`src/rtl/la_seq_pkg.sv`:
```
// rtl/la_seq_pkg.sv - shared state encodings, trigger mode codes and default widths
package la_seq_pkg;

  localparam int LA_DEPTH     = 1024;
  localparam int LA_DELAY_W   = 16;
  localparam int LA_TIMEOUT_W = 24;

  typedef enum logic [2:0] {
    ST_IDLE    = 3'd0,
    ST_ARMED   = 3'd1,
    ST_DELAY   = 3'd2,
    ST_CAPTURE = 3'd3,
    ST_DONE    = 3'd4
  } la_state_e;

  typedef enum logic [1:0] {
    TRIG_RISE   = 2'b00,
    TRIG_FALL   = 2'b01,
    TRIG_EITHER = 2'b10,
    TRIG_LEVEL  = 2'b11
  } la_trig_mode_e;

endpackage

```
`src/rtl/la_trig_detect.sv`:
```
// rtl/la_trig_detect.sv - trigger synchronizer, history flop and mode select producing trig_hit
module la_trig_detect
  import la_seq_pkg::*;
(
  input  logic       observer_clk,
  input  logic       reset,
  input  logic       trig_in_i,
  input  logic [1:0] trig_mode_i,
  output logic       trig_hit_o
);

  (* ASYNC_REG = "TRUE" *) logic sync_meta_q;
  (* ASYNC_REG = "TRUE" *) logic sync_q;
  logic hist_q;

  // History tracks the synchronized level every cycle, so on entry to ARMED it
  // already holds the level seen during the arm cycle: a held level is not an edge.
  always_ff @(posedge observer_clk) begin
    if (reset) begin
      sync_meta_q <= 1'b0;
      sync_q      <= 1'b0;
      hist_q      <= 1'b0;
    end else begin
      sync_meta_q <= trig_in_i;
      sync_q      <= sync_meta_q;
      hist_q      <= sync_q;
    end
  end

  always_comb begin
    trig_hit_o = 1'b0;
    case (trig_mode_i)
      TRIG_RISE:   trig_hit_o = sync_q & ~hist_q;
      TRIG_FALL:   trig_hit_o = ~sync_q & hist_q;
      TRIG_EITHER: trig_hit_o = sync_q ^ hist_q;
      TRIG_LEVEL:  trig_hit_o = sync_q;
      default:     trig_hit_o = 1'b0;
    endcase
  end

endmodule

```
`src/rtl/la_capture_sequencer.sv`:
```
// rtl/la_capture_sequencer.sv - arm/trigger/delay/capture sequencer driving capture load/shift strobes
// Optional forced-trigger timeout is built when LA_TRIG_TIMEOUT_EN is defined.
module la_capture_sequencer
  import la_seq_pkg::*;
#(
  parameter int pDEPTH     = LA_DEPTH,
  parameter int pCOUNT_W   = $clog2(pDEPTH),
  parameter int pDELAY_W   = LA_DELAY_W,
  parameter int pTIMEOUT_W = LA_TIMEOUT_W
) (
  input  logic                  observer_clk,
  input  logic                  reset,
  input  logic                  arm_i,
  input  logic                  abort_i,
  input  logic                  trig_in_i,
  input  logic [1:0]            trig_mode_i,
  input  logic [pDELAY_W-1:0]   trig_delay_i,
  input  logic [pCOUNT_W-1:0]   capture_len_i,
  input  logic [pTIMEOUT_W-1:0] timeout_cycles_i,
  output logic                  cap_load_o,
  output logic                  cap_shift_o,
  output logic [pCOUNT_W-1:0]   capture_count_o,
  output logic [2:0]            state_o,
  output logic                  busy_o,
  output logic                  done_o,
  output logic                  timed_out_o
);

  la_state_e             state_q;
  logic [1:0]            mode_q;
  logic [pDELAY_W-1:0]   delay_cfg_q;
  logic [pDELAY_W-1:0]   delay_cnt_q;
  logic [pCOUNT_W-1:0]   len_q;
  logic [pCOUNT_W-1:0]   count_q;
  logic                  cap_load_q;
  logic                  cap_shift_q;
  logic                  done_q;
  logic                  timed_out_q;
  logic                  trig_hit;
  logic                  forced_hit;
  logic                  fire;

  la_trig_detect u_trig_detect (
    .observer_clk (observer_clk),
    .reset        (reset),
    .trig_in_i    (trig_in_i),
    .trig_mode_i  (mode_q),
    .trig_hit_o   (trig_hit)
  );

`ifdef LA_TRIG_TIMEOUT_EN
  logic [pTIMEOUT_W-1:0] tmo_cfg_q;
  logic [pTIMEOUT_W-1:0] tmo_cnt_q;

  assign forced_hit = (tmo_cfg_q != '0) && (tmo_cnt_q == tmo_cfg_q);
`else
  logic unused_timeout;

  assign unused_timeout = ^timeout_cycles_i;
  assign forced_hit     = 1'b0;
`endif

  assign fire = trig_hit | forced_hit;

  always_ff @(posedge observer_clk) begin
    if (reset) begin
      state_q     <= ST_IDLE;
      mode_q      <= '0;
      delay_cfg_q <= '0;
      delay_cnt_q <= '0;
      len_q       <= '0;
      count_q     <= '0;
      cap_load_q  <= 1'b0;
      cap_shift_q <= 1'b0;
      done_q      <= 1'b0;
      timed_out_q <= 1'b0;
`ifdef LA_TRIG_TIMEOUT_EN
      tmo_cfg_q   <= '0;
      tmo_cnt_q   <= '0;
`endif
    end else if (abort_i) begin
      state_q     <= ST_IDLE;
      count_q     <= '0;
      cap_load_q  <= 1'b0;
      cap_shift_q <= 1'b0;
      done_q      <= 1'b0;
      timed_out_q <= 1'b0;
    end else begin
      cap_load_q  <= 1'b0;
      cap_shift_q <= 1'b0;
      case (state_q)
        ST_IDLE, ST_DONE: begin
          if (arm_i) begin
            mode_q      <= trig_mode_i;
            delay_cfg_q <= trig_delay_i;
            len_q       <= capture_len_i;
            count_q     <= '0;
            done_q      <= 1'b0;
            timed_out_q <= 1'b0;
`ifdef LA_TRIG_TIMEOUT_EN
            tmo_cfg_q   <= timeout_cycles_i;
            tmo_cnt_q   <= '0;
`endif
            state_q     <= ST_ARMED;
          end
        end
        ST_ARMED: begin
          if (fire) begin
            // A genuine trigger arriving with the timeout still counts as genuine.
            timed_out_q <= forced_hit & ~trig_hit;
            if (delay_cfg_q != '0) begin
              delay_cnt_q <= delay_cfg_q - pDELAY_W'(1);
              state_q     <= ST_DELAY;
            end else begin
              cap_load_q  <= 1'b1;
              state_q     <= ST_CAPTURE;
            end
          end
`ifdef LA_TRIG_TIMEOUT_EN
          else if ((tmo_cfg_q != '0) && (tmo_cnt_q != tmo_cfg_q)) begin
            tmo_cnt_q <= tmo_cnt_q + pTIMEOUT_W'(1);
          end
`endif
        end
        ST_DELAY: begin
          if (delay_cnt_q == '0) begin
            cap_load_q <= 1'b1;
            state_q    <= ST_CAPTURE;
          end else begin
            delay_cnt_q <= delay_cnt_q - pDELAY_W'(1);
          end
        end
        ST_CAPTURE: begin
          // count_q holds at len_q once the window closes, for readback in DONE.
          if (count_q == len_q) begin
            done_q  <= 1'b1;
            state_q <= ST_DONE;
          end else begin
            count_q     <= count_q + pCOUNT_W'(1);
            cap_shift_q <= 1'b1;
          end
        end
        default: state_q <= ST_IDLE;
      endcase
    end
  end

  assign cap_load_o      = cap_load_q;
  assign cap_shift_o     = cap_shift_q;
  assign capture_count_o = count_q;
  assign state_o         = state_q;
  assign busy_o          = (state_q == ST_ARMED) || (state_q == ST_DELAY) || (state_q == ST_CAPTURE);
  assign done_o          = done_q;
  assign timed_out_o     = timed_out_q;

endmodule

```
`config.mk`:
```
export PLATFORM = sky130hd
export DESIGN_NAME = la_capture_sequencer
export DESIGN_NICKNAME = d
export VERILOG_FILES = /design/src/rtl/la_seq_pkg.sv /design/src/rtl/la_trig_detect.sv /design/src/rtl/la_capture_sequencer.sv
export SDC_FILE = /design/constraint.sdc
export NUM_CORES = 1
export LEC_CHECK = 0
export CAP_MARGIN = 15
export CORE_UTILIZATION = 43
export DETAILED_ROUTE_END_ITERATION = 8
export PLACE_DENSITY = 0.7
export SYNTH_ARGS = -nofsm -noshare
export SYNTH_HDL_FRONTEND = slang
export SYNTH_SLANG_ARGS = --single-unit
```
`constraint.sdc`:
```
create_clock -name observer_clk -period 4.8 [get_ports observer_clk]
set_clock_uncertainty 0.15 [all_clocks]
set_input_delay 0.96 -clock observer_clk [delete_from_list [all_inputs] [get_ports observer_clk]]
set_output_delay 0.96 -clock observer_clk [all_outputs]
set_load 0.01 [all_outputs]
```
# == After elaboration in Yosys (flattened, before gate mapping) ==
# Index checks and enable logic that the tools add are counted.
# totals
regBits,64
in_bits,57
out_inout_bits,18
wordCells,80
# classes
n_addsub,3
n_eq_ne,15
mux,24
bitwise_logic,7
reduce_logical,18
# op_table
op,count
2-to-1 mux 16 bit,3
case mux 16 bit (2 select lines),1
subtractor 16 x 1 -> 16 bit (second input constant),2
2-to-1 mux 10 bit,2
case mux 10 bit (2 select lines),1
zero test 16 bit,1
nonzero test 16 bit,1
inequality test 2 bit (second input constant),7
2-to-1 mux 3 bit,4
case mux 3 bit (4 select lines),1
AND reduction 3 bit,4
adder 10 x 1 -> 10 bit (second input constant),1
equality test 10 bit,1
2-to-1 mux 1 bit,8
equality test 3 x 2 -> 1 bit (second input constant),2
case mux 1 bit (2 select lines),3
nonzero test 2 bit,3
AND reduction 5 bit,1
equality test 2 bit (second input constant),2
inverter 1 bit,4
case mux 1 bit (4 select lines),1
AND reduction 4 bit,1
OR reduction 2 bit,2
equality test 3 x 1 -> 1 bit (second input constant),1
8 further kinds,10

# == Depth between registers and ports, before layout ==
# Gate-level depths: netlist (run 1).
# logic_depth
ltp_word,5
ltp_mapped,13
depth_no_buf,8

# == Modules after synthesis ==
# Synthesis (run 1) repeated with hierarchy kept, for this count alone.
# unflattened
hier_cells,420
hier_area_um2,3299.4
# by_module_without_submodules
mod,n_inst,cells_per_inst,area_each_um2,seq_area_each_um2
la_capture_sequencer,1,408,3164.3,1201.2
la_trig_detect,1,12,135.1,60.1

# == Worst setup path after synthesis (run 1) ==
# Ideal clock, no wire load.
# synth_timing
path_type,register -> register
startpoint,"register state_q[2], in the netlist state_o[2]"
endpoint,register delay_cnt_q[14]
arrival_time_ns,3.137
required_ns,4.575
setup_slack_ns,1.438
stages_incl_launch_ff,14
cell_sequence,dfxtp_1 > buf_6 > or3b_2 > clkbuf_1 > clkbuf_1 > clkbuf_1 > mux2i_1 > ha_1 > clkbuf_1 > nand2_1 > nor4_1 > a21oi_1 > or4_1 > o21ai_0
# synth_via
elab_chain_len,3
word_cells_on_any_way,8
classes_between,5 x eq/ne; 1 x mux; 2 x reduce/logical
# synth_rtl
item,line_no,text
"start, declared",la_capture_sequencer.sv:29,la_state_e state_q;
"start signal, assigned",la_capture_sequencer.sv:67,state_q <= ST_IDLE;
"start signal, assigned",la_capture_sequencer.sv:82,state_q <= ST_IDLE;
"start signal, assigned",la_capture_sequencer.sv:104,state_q <= ST_ARMED;
equality test 3 x 2 -> 1 bit / equality test 3 x 1 -> 1 bit (equally long branches),la_capture_sequencer.sv:91,case (state_q)
inequality test 2 bit (no source line) / nonzero test 2 bit (equally long branches),n/a,
AND reduction 5 bit (no source line),n/a,
"end signal, assigned",la_capture_sequencer.sv:112,delay_cnt_q <= delay_cfg_q - pDELAY_W'(1);
"end signal, assigned",la_capture_sequencer.sv:130,delay_cnt_q <= delay_cnt_q - pDELAY_W'(1);
"end, declared",la_capture_sequencer.sv:32,logic [pDELAY_W-1:0] delay_cnt_q;
# Several ways; a longest one is shown, not always the timed one.
# A chain may end at the register's enable or synchronous reset.

# == Worst setup path in the final report (run 1) ==
# layout_timing
startpoint,"register state_q[1], in the netlist state_o[1]"
endpoint,register delay_cnt_q[14]
# Same word-level chain as after synthesis.

==> results of run 1 <==
## critical path, delay by kind of cell (launching register included)
kind            cells  cell delay, ps
fa+ha+maj           1             430
simple gates        4            1770
flops               1             630
compound gates      2             230
mux                 1             280
## stage by stage
step	util	setup slack, ps
after floorplan	-	1440
after global placement	0.507	1320
after detailed placement	0.507	1260
after CTS	0.535	1220
after global routing	0.535	883
final	0.535	1200
## cells in the mapped netlist, drive strengths merged, types with 3 or more instances
master	n	area (sq um)
a211oi	4	40.0
a21oi	46	230
a22o	3	26.3
a22oi	4	30.0
a31oi	3	18.8
and2	6	37.5
and3	3	23.8
buf	8	72.6
clkbuf	19	71.3
dfxtp	63	1260
ha	4	50.1
inv	8	30.0
mux2i	9	90.1
nand2	83	312
nand2b	5	31.3
nand3	9	45.0
nand3b	4	30.0
nand4	8	50.1
nor2	34	128
nor2b	6	37.5
nor3	9	45.0
nor4	8	50.1
o211ai	5	37.5
o21ai	15	75.1
o31ai	5	37.5
or2	3	18.8
or3	10	68.8
xnor2	11	96.3
xor2	9	78.8
## flip-flops by register name, indices dropped and copies added, names as in the netlist
register / count
mode_q: 2
u_trig_detect.hist_q: 1
capture_count_o: 10
state_o: 3
u_trig_detect.sync_q: 1
u_trig_detect.sync_meta_q: 1
len_q: 10
cap_shift_o: 1
done_o: 1
cap_load_o: 1
delay_cfg_q: 16
delay_cnt_q: 16
## area by class of cell
cell class | instances | area [sq um] | area share
clock inverters | 5 | 81.3 | 0.0198
repair buffers | 50 | 493 | 0.120
well taps | 102 | 128 | 0.0310
multi-input cells | 338 | 1980 | 0.481
inverters | 8 | 30.0 | 0.00729
flip-flops and latches | 63 | 1260 | 0.306
clock buffers | 11 | 141 | 0.0343
## final timing paths
| kind | from | end | cells after the start |
|---|---|---|---|
| min | u_trig_detect.sync_meta_q$_SDFF_PP0_ | u_trig_detect.sync_q$_SDFF_PP0_ | 1 |
| max | state_o[1]$_SDFFE_PP0P_ | delay_cnt_q[14]$_SDFFE_PP0P_ | 8 |
| min reg2reg | u_trig_detect.sync_meta_q$_SDFF_PP0_ | u_trig_detect.sync_q$_SDFF_PP0_ | 1 |
| max reg2reg | state_o[1]$_SDFFE_PP0P_ | delay_cnt_q[14]$_SDFFE_PP0P_ | 8 |
## metal layers
layer  wire length, microns  share of wire  global-route usage  up-vias
met1                   3900           0.46               0.295     1503
li1                       -              -                   -     1612
met5                      0              0                   0        -
met2                   3890           0.46               0.338      110
met4                    191          0.023              0.0966        0
met3                    494          0.058              0.0352       18
## where the power goes
part           internal [W]  leakage, nW  switching, W
clock network      0.000307        0.110      0.000212
logic             0.0000785        0.825     0.0000922
registers          0.000538        0.511     0.0000191
total              0.000924         1.45      0.000323
## kinds of logic (layout without fill, tap and decap cells)
logic type	Yosys count	in the layout	share of synthesized area
adders and majority gates	4	4	0.0147
buffers and inverters	35	74	0.0510
AOI/OAI and AO/OA	107	107	0.203
xor gates and xnor gates	20	20	0.0514
muxes	10	10	0.0330
and+or+nand+nor	196	196	0.276
other	1	1	0.00110
DFF	63	63	0.370
==> summary.txt, run 1 <==
Status
  • Status: finished, final reports clean

Floorplan
  • Io pins: 75
  • Die Wd: 91.0 microns
  • Rows: 32
  • Initial Utilization: 0.444
  • Die Span Y: slightly above 90 microns
  • Die area: a little over 0.008 sq mm
  • Core area: 0.00769 sq mm

Drt
  • Via count: around 3200
  • Detail Route Antenna Nets: 0
  • # DRC: 0
  • DR pass1 iterations: 7
  • Via density: 5.62
  • Number of DRC markers in iteration 0: about 230
  • Drt wl/cell: 14.7 microns
  • Drt total wl: 8.48 mm

GRT
  • Total grt overflow: 0
  • Pin count of the biggest net entering global routing: 54
  • GRT Total Usage: 0.217
  • Vias in the first global route: between 3000 and 4000
  • Initial antenna violation count: 0
  • First-pass GRT wire length: 14.7 mm

STA
  • RSZ-0062 raised after global routing: false
  • Min Tclk post-route: approximately 3600 ps
  • Max-slew headroom: 0.286
  • Max frequency: 0.278 GHz
  • Final Hold Vio Count: 0
  • Hold_ws: 288 ps
  • Measured slew at the worst slew-check pin: around 1100 ps
  • Setup TNS: 0 ps
  • Fin. max-slew vios: 0
  • Setup Viol. Count Final: 0
  • Fin crit share: 0.749

Placement
  • Area of placed instances: between 0.003 and 0.004 sq mm
  • Dpl cells: roughly 560
  • IO buf count: 49
  • Post-DP HPWL: just under 6 mm
  • Routability Congestion: 0.883

Synth
  • Post-synthesis sequential area ratio: 0.370
  • Mapped Area: 0.00341 sq mm
  • Synth Area per Inst: 7.82 sq um
  • Ys async rst share: 0
  • Number of synthesized flops with an enable pin: 0
  • Seq cells post-synth: 63
  • Syn Nets: ~500
  • Count of different cell masters after synthesis: between 60 and 70
  • Syn Inst Count: 436
  • Main flop type after synthesis: dfxtp_1
  • Synth warnings: 0

Worst setup path
  • Critical Path AT: 3700 ps
  • CP Launch Type: flip-flop
  • CP max-delay cell: or3b_2
  • Crit Path Max Fanout: 26
  • CP required: around 5000 ps
  • Type of the worst setup path: reg -> reg
  • CP cell instances: or3b_2 -> mux2i_1 -> ha_1 -> nand4_1 -> nor4_1 -> a21oi_1 -> or4_1 -> o21ai_0
  • Reg-to-reg slack, setup: 1200 ps
  • Worst setup EP type: flip-flop
  • CP peak stage delay: 770 ps

Clock tree
  • Clk Latency, worst-skew pair: 340 ps
  • Clk root buf: clkbuf_8
  • Maximum clock path buffer count: 2
  • # hold bufs at CTS: 0
  • Worst-path clk slew: 80 ps
  • Post_cts resized: 0
  • CTS sink count: between 60 and 70
  • CTS tree: done
  • H-tree levels: 3
  • Post-CTS setup buffer count: 0
  • TritonCTS buffer count: 9

Finish
  • Most common cell after layout, fill and taps aside: nand2_1
  • Share of cells above drive strength 1: 0.0695
  • Diodes inserted: 0
  • Finished Layout Cells: 577
  • Fin area: slightly above 0.004 sq mm
  • Final nets: 531
  • Synthesis-to-layout area growth: 20.7%
  • Fill cells: 753
  • Most frequent cells in the layout: nand2_1, dfxtp_1, clkdlybuf4s50_1, a21oi_1, nor2_1

Power and ir drop
  • PwrDens: slightly above 300 mW/mm^2
  • Power, Total: 0.00125 W
  • Leak: between 1 and 1.5 nW
  • VDD IR-drop max: around 0.20 mV

Job
  • MaxCap Viol Count: 0

Hold path
  • Hold Crit Class: reg -> reg
(Power assumes the default switching activity.)
==> inputs of run 2 (changes only) <==
--- a/config.mk
+++ b/config.mk
@@ -8,7 +8,7 @@
 export CAP_MARGIN = 15
 export CORE_UTILIZATION = 43
 export DETAILED_ROUTE_END_ITERATION = 8
-export PLACE_DENSITY = 0.7
+export PLACE_DENSITY = 0.72
 export SYNTH_ARGS = -nofsm -noshare
 export SYNTH_HDL_FRONTEND = slang
 export SYNTH_SLANG_ARGS = --single-unit
==> constraint.sdc (replaced) <==
create_clock -name observer_clk -period 3.2 [get_ports observer_clk]
set_clock_uncertainty 0.15 [all_clocks]
set_input_delay 0.64 -clock observer_clk [delete_from_list [all_inputs] [get_ports observer_clk]]
set_output_delay 0.64 -clock observer_clk [all_outputs]
set_load 0.01 [all_outputs]
==> run 2 against run 1 <==
Effect of this change: setup slack got worse by 930 ps; critical path depth did not move; flip-flop and latch count did not move; first-iteration DRC count fell by 2.6%.
==> summary.txt, run 2 (synthesis gave the netlist of run 1 again) <==
Status
  • Status: finished, final reports clean

Placement
  • Worst slack at placement: 334 ps
  • Area of placed instances: 0.00398 sq mm
  • IO buf count: 49
  • Routability Congestion: a little under 0.9
  • Post-DP HPWL: 6.16 mm

Drt
  • Met3 Wirelength: approximately 390 microns
  • Number of DRC markers in iteration 0: 226
  • # DRC: 0
  • Via count: about 3300
  • Highest metal used: met4
  • Via density: 5.57
  • Met2 WL: 4.04 mm
  • Metal1 wirelength: roughly 4.1 mm
  • Detail Route Antenna Nets: 0
  • DR pass1 iterations: 5
  • Drt total wl: 8.65 mm
  • Drt wl/cell: 14.7 microns

STA
  • Hold_ws: around 290 ps
  • Min Tclk post-route: 2930 ps
  • Max frequency: 0.341 GHz
  • RSZ-0062 raised after global routing: false
  • Final Hold Vio Count: 0
  • Setup TNS: 0 ps
  • Fin crit share: 0.916
  • Measured slew at the worst slew-check pin: 679 ps
  • Fin. max-slew vios: 0
  • Max-slew headroom: 0.541
  • Final WS setup: 269 ps
  • Setup Viol. Count Final: 0

Clock tree
  • TritonCTS buffer count: 9
  • Clk root buf: clkbuf_8
  • CTS tree: done
  • Post-CTS setup buffer count: 0
  • Maximum clock path buffer count: 2
  • CTS sink count: 63
  • H-tree levels: 3
  • Clk Latency, worst-skew pair: between 300 and 400 ps
  • # hold bufs at CTS: 0
  • Worst-path clk slew: approximately 80 ps
  • Post_cts resized: 0

Worst setup path
  • Critical Path AT: 3040 ps
  • Type of the worst setup path: reg -> reg
  • CP required: approximately 3300 ps
  • Crit Path Max Fanout: 7
  • Worst setup EP type: flip-flop
  • CP Launch Type: flip-flop

Finish
  • Layout Utilization: 0.545
  • Share of cells above drive strength 1: 0.0945
  • Fin area: 0.00419 sq mm
  • Most frequent cells in the layout: nand2_1, dfxtp_1, clkdlybuf4s50_1, a21oi_1, nor2_1
  • Final nets: 543
  • Register Area: roughly 0.0013 sq mm
  • Most common cell after layout, fill and taps aside: nand2_1
  • Synthesis-to-layout area growth: 22.9%
  • Area used by multi-input combinational logic: between 0.0015 and 0.002 sq mm
  • Fill cells: 738
  • Diodes inserted: 0
  • Biggest regs: delay_cfg_q (16), delay_cnt_q (16)

Floorplan
  • Initial Utilization: 0.444
  • Io pins: 75
  • Rows: 32
  • Die Span Y: ~90 microns
  • Die area: 0.00829 sq mm
  • Core area: 0.00769 sq mm
  • Die Wd: 91.0 microns

GRT
  • GRT Total Usage: 0.222
  • Vias in the first global route: between 3000 and 4000
  • First-pass GRT wire length: 14.9 mm
  • Pin count of the biggest net entering global routing: between 50 and 60
  • Total grt overflow: 0
  • Initial antenna violation count: 0

Power and ir drop
  • Leak: about 1.5 nW
  • PwrDens: 434 mW/mm^2
  • VDD IR-drop max: 0.254 mV

Hold path
  • Hold Crit Class: reg -> reg

Job
  • MaxCap Viol Count: 0
[run 2: changes by cell type in the layout (fill, tap and decap cells not counted), sizes merged]
cell | before | now
buf | 2 | 14
bufinv | 2 | 1
clkinv | 2 | 3
[run 2: worst max-delay path, cell delays in order (launching register included)]
cell,delay (ps)
dfxtp_1,330
or3b_2,520
mux2i_1,240
ha_1,370
nand4_1,200
nor4_1,310
a21oi_1,140
or4_1,510
o21ai_0,80
[run 2: final cells by class]
cell class                 instances  share of cell area
tap                              102              0.0304
timing repair buffer              62               0.139
inverter                           8             0.00716
clock buffer                      11              0.0361
multi-input combinational        338               0.473
clock inverter                     5              0.0134
sequential                        63               0.301
[run 2: path summary, 6_finish.rpt]
check / startpoint / end / slack [ps] / cells past startpoint
max reg2reg: state_o[1]$_SDFFE_PP0P_ / delay_cnt_q[14]$_SDFFE_PP0P_ / 270 / 8
max: state_o[1]$_SDFFE_PP0P_ / delay_cnt_q[14]$_SDFFE_PP0P_ / 270 / 8
min reg2reg: u_trig_detect.sync_meta_q$_SDFF_PP0_ / u_trig_detect.sync_q$_SDFF_PP0_ / 290 / 1
min: u_trig_detect.sync_meta_q$_SDFF_PP0_ / u_trig_detect.sync_q$_SDFF_PP0_ / 290 / 1
[run 2: metal layers]
layer | up-vias | track usage
li1 | 1633 | -
met1 | 1530 | 0.291
met2 | 108 | 0.357
met3 | 11 | 0.0385
met4 | 0 | 0.0979
met5 | - | 0
[run 2: where the power goes]
| group | internal [W] | total [W] | switching, W |
|---|---|---|---|
| clock network | 0.000401 | 0.000716 | 0.000315 |
| registers | 0.000808 | 0.000833 | 0.0000254 |
| logic | 0.000124 | 0.000270 | 0.000146 |
| total | 0.00133 | 0.00182 | 0.000486 |
[run 2: per-stage QoR]
| step | std cells | power (W) |
|---|---|---|
| 2_1_floorplan | 436 | 0.00102 |
| 3_3_place_gp | 573 | 0.00111 |
| 3_5_place_dp | 573 | 0.00111 |
| 4_1_cts | 589 | 0.00183 |
| 5_1_grt | 589 | 0.00191 |
| 6_report | 589 | 0.00182 |
==> inputs of run 3 (changes only) <==
--- a/config.mk
+++ b/config.mk
@@ -6,9 +6,9 @@
 export NUM_CORES = 1
 export LEC_CHECK = 0
 export CAP_MARGIN = 15
-export CORE_UTILIZATION = 43
+export CORE_UTILIZATION = 46
 export DETAILED_ROUTE_END_ITERATION = 8
-export PLACE_DENSITY = 0.72
+export PLACE_DENSITY = 0.77
 export SYNTH_ARGS = -nofsm -noshare
 export SYNTH_HDL_FRONTEND = slang
 export SYNTH_SLANG_ARGS = --single-unit
==> run 3 against run 2 <==
Effect of this change: cell count fell by 0.34%; total power rose by 0.56%; global-route usage rose by 2.3 points; largest power group unchanged; combinational power barely moved; sequential power barely moved; core utilization rose by 3.6 points; setup slack improved by 100 ps; critical path depth fell by 2; sequential share of layout area barely moved.
==> summary.txt, run 3 (synthesis gave the netlist of run 1 again) <==
Finish
  • Biggest regs: delay_cfg_q (16), delay_cnt_q (16)
  • Area used by multi-input combinational logic: a little under 0.002 sq mm
  • Fill cells: 669
  • Synthesis-to-layout area growth: 23.0%
  • Share of cells above drive strength 1: 0.0943
  • Most frequent cells in the layout: nand2_1, dfxtp_1, clkdlybuf4s50_1, a21oi_1, nor2_1
  • Most common cell after layout, fill and taps aside: nand2_1
  • Layout Utilization: 0.581
  • Diodes inserted: 0
  • Final nets: 544
  • Register Area: 0.00126 sq mm

Drt
  • # DRC: 0
  • Drt wl/cell: 15.4 microns
  • Drt total wl: ~9 mm
  • Via density: approximately 5.8
  • Via count: 3391
  • Number of DRC markers in iteration 0: 348
  • DR pass1 iterations: 5
  • Detail Route Antenna Nets: 0

Worst setup path
  • Type of the worst setup path: reg -> reg
  • Buf+Inv Stages, Crit Path: 0
  • CP peak stage delay: 560 ps
  • Crit Path Max Fanout: 12
  • Crit path max-delay family: simple AND/OR/NAND/NOR gates
  • CP Launch Type: flip-flop
  • CP max-delay cell: or4_1
  • Worst setup EP type: flip-flop
  • CP required: 3330 ps
  • Critical Path AT: 2950 ps
  • CP cell instances: or4_1 -> or3_1 -> or3_4 -> nand3_1 -> o21ai_0 -> a21oi_1

STA
  • Max frequency: 0.354 GHz
  • RSZ-0062 raised after global routing: false
  • Max-slew headroom: 0.525
  • Setup Viol. Count Final: 0
  • Final Hold Vio Count: 0
  • Fin. max-slew vios: 0
  • Fin crit share: 0.883
  • Setup TNS: 0 ps
  • Min Tclk post-route: 2830 ps
  • Measured slew at the worst slew-check pin: 703 ps
  • Final WS setup: 374 ps

Floorplan
  • Die area: ~0.0078 sq mm
  • Die Wd: roughly 88 microns
  • Io pins: 75
  • Die Span Y: 88.1 microns
  • Core area: 0.00721 sq mm
  • Initial Utilization: 0.473
  • Rows: 31

Power and ir drop
  • Leak: 1.51 nW
  • Power share of the clock group: 0.397
  • Power, Total: 0.00183 W
  • VDD IR-drop max: 0.302 mV
  • Register share of total power: 0.456
  • Psw: 0.000497 W
  • PwrDens: 436 mW/mm^2
  • Switching share of power: 0.272
  • Combinational share of power: 0.146
  • P_int: 0.00133 W

Clock tree
  • H-tree levels: 3
  • Maximum clock path buffer count: 2
  • Post-CTS setup buffer count: 0
  • Clk Latency, worst-skew pair: approximately 360 ps
  • Clk root buf: clkbuf_8
  • # hold bufs at CTS: 0
  • TritonCTS buffer count: 9
  • CTS tree: done
  • Post_cts resized: 0
  • Worst-path clk slew: 70 ps
  • CTS sink count: 63

Placement
  • Post-DP HPWL: about 6.3 mm
  • Worst slack at placement: about 340 ps
  • IO buf count: 49
  • Routability Congestion: roughly 0.86

GRT
  • First-pass GRT wire length: 14.6 mm
  • Total grt overflow: 0
  • Pin count of the biggest net entering global routing: between 50 and 60
  • GRT Total Usage: 0.245
  • Vias in the first global route: 3039
  • Initial antenna violation count: 0

Status
  • Status: finished, final reports clean

Hold path
  • Hold Crit Class: reg -> reg

Job
  • MaxCap Viol Count: 0
-- run 3: metal layers --
layer  global-route usage  vias to the layer above  part of all wire
li1                     -                     1639                 -
met1                0.331                     1591              0.45
met2                0.388                      139              0.46
met3               0.0330                       22             0.056
met4                0.114                        0             0.026
met5                    0                        -                 0
-- run 3: layout make-up --
type,count,area share
sequential,63,0.301
tap,99,0.0295
multi-input combinational,338,0.472
timing repair buffer,63,0.141
clock inverter,5,0.0134
inverter,8,0.00716
clock buffer,11,0.0361
-- run 3: worst register-to-register path, stage by stage, from the launching register on --
cell	delay, ps
dfxtp_1	350
or4_1	560
or3_1	510
or3_4	460
nand3_1	390
o21ai_0	190
a21oi_1	160
-- run 3: path summary, 6_finish.rpt --
kind         slack, ps                         endpoint                            startpoint  depth (start not counted)
max                370     delay_cnt_q[12]$_SDFFE_PP0P_           delay_cnt_q[8]$_SDFFE_PP0P_                          6
min                300  u_trig_detect.sync_q$_SDFF_PP0_  u_trig_detect.sync_meta_q$_SDFF_PP0_                          1
max reg2reg        370     delay_cnt_q[12]$_SDFFE_PP0P_           delay_cnt_q[8]$_SDFFE_PP0P_                          6
min reg2reg        300  u_trig_detect.sync_q$_SDFF_PP0_  u_trig_detect.sync_meta_q$_SDFF_PP0_                          1
-- run 3: power groups by stage --
stage	logic [W]	clock network, W	registers [W]
6_report	0.000267	0.000727	0.000835
5_1_grt	0.000296	0.000763	0.000838
4_1_cts	0.000265	0.000730	0.000834
3_5_place_dp	0.000262	0	0.000852
3_3_place_gp	0.000257	0	0.000851
2_1_floorplan	0.000180	0	0.000844
-- run 3: per-stage QoR --
stage / hold WS, ps / instance area (sq um) / std cells
global placement: 282 / 3990 / 571
floorplan: 264 / 3410 / 436
CTS: 307 / 4190 / 587
finish: 299 / 4190 / 587
global route: 320 / 4190 / 587
detailed placement: 282 / 3990 / 571
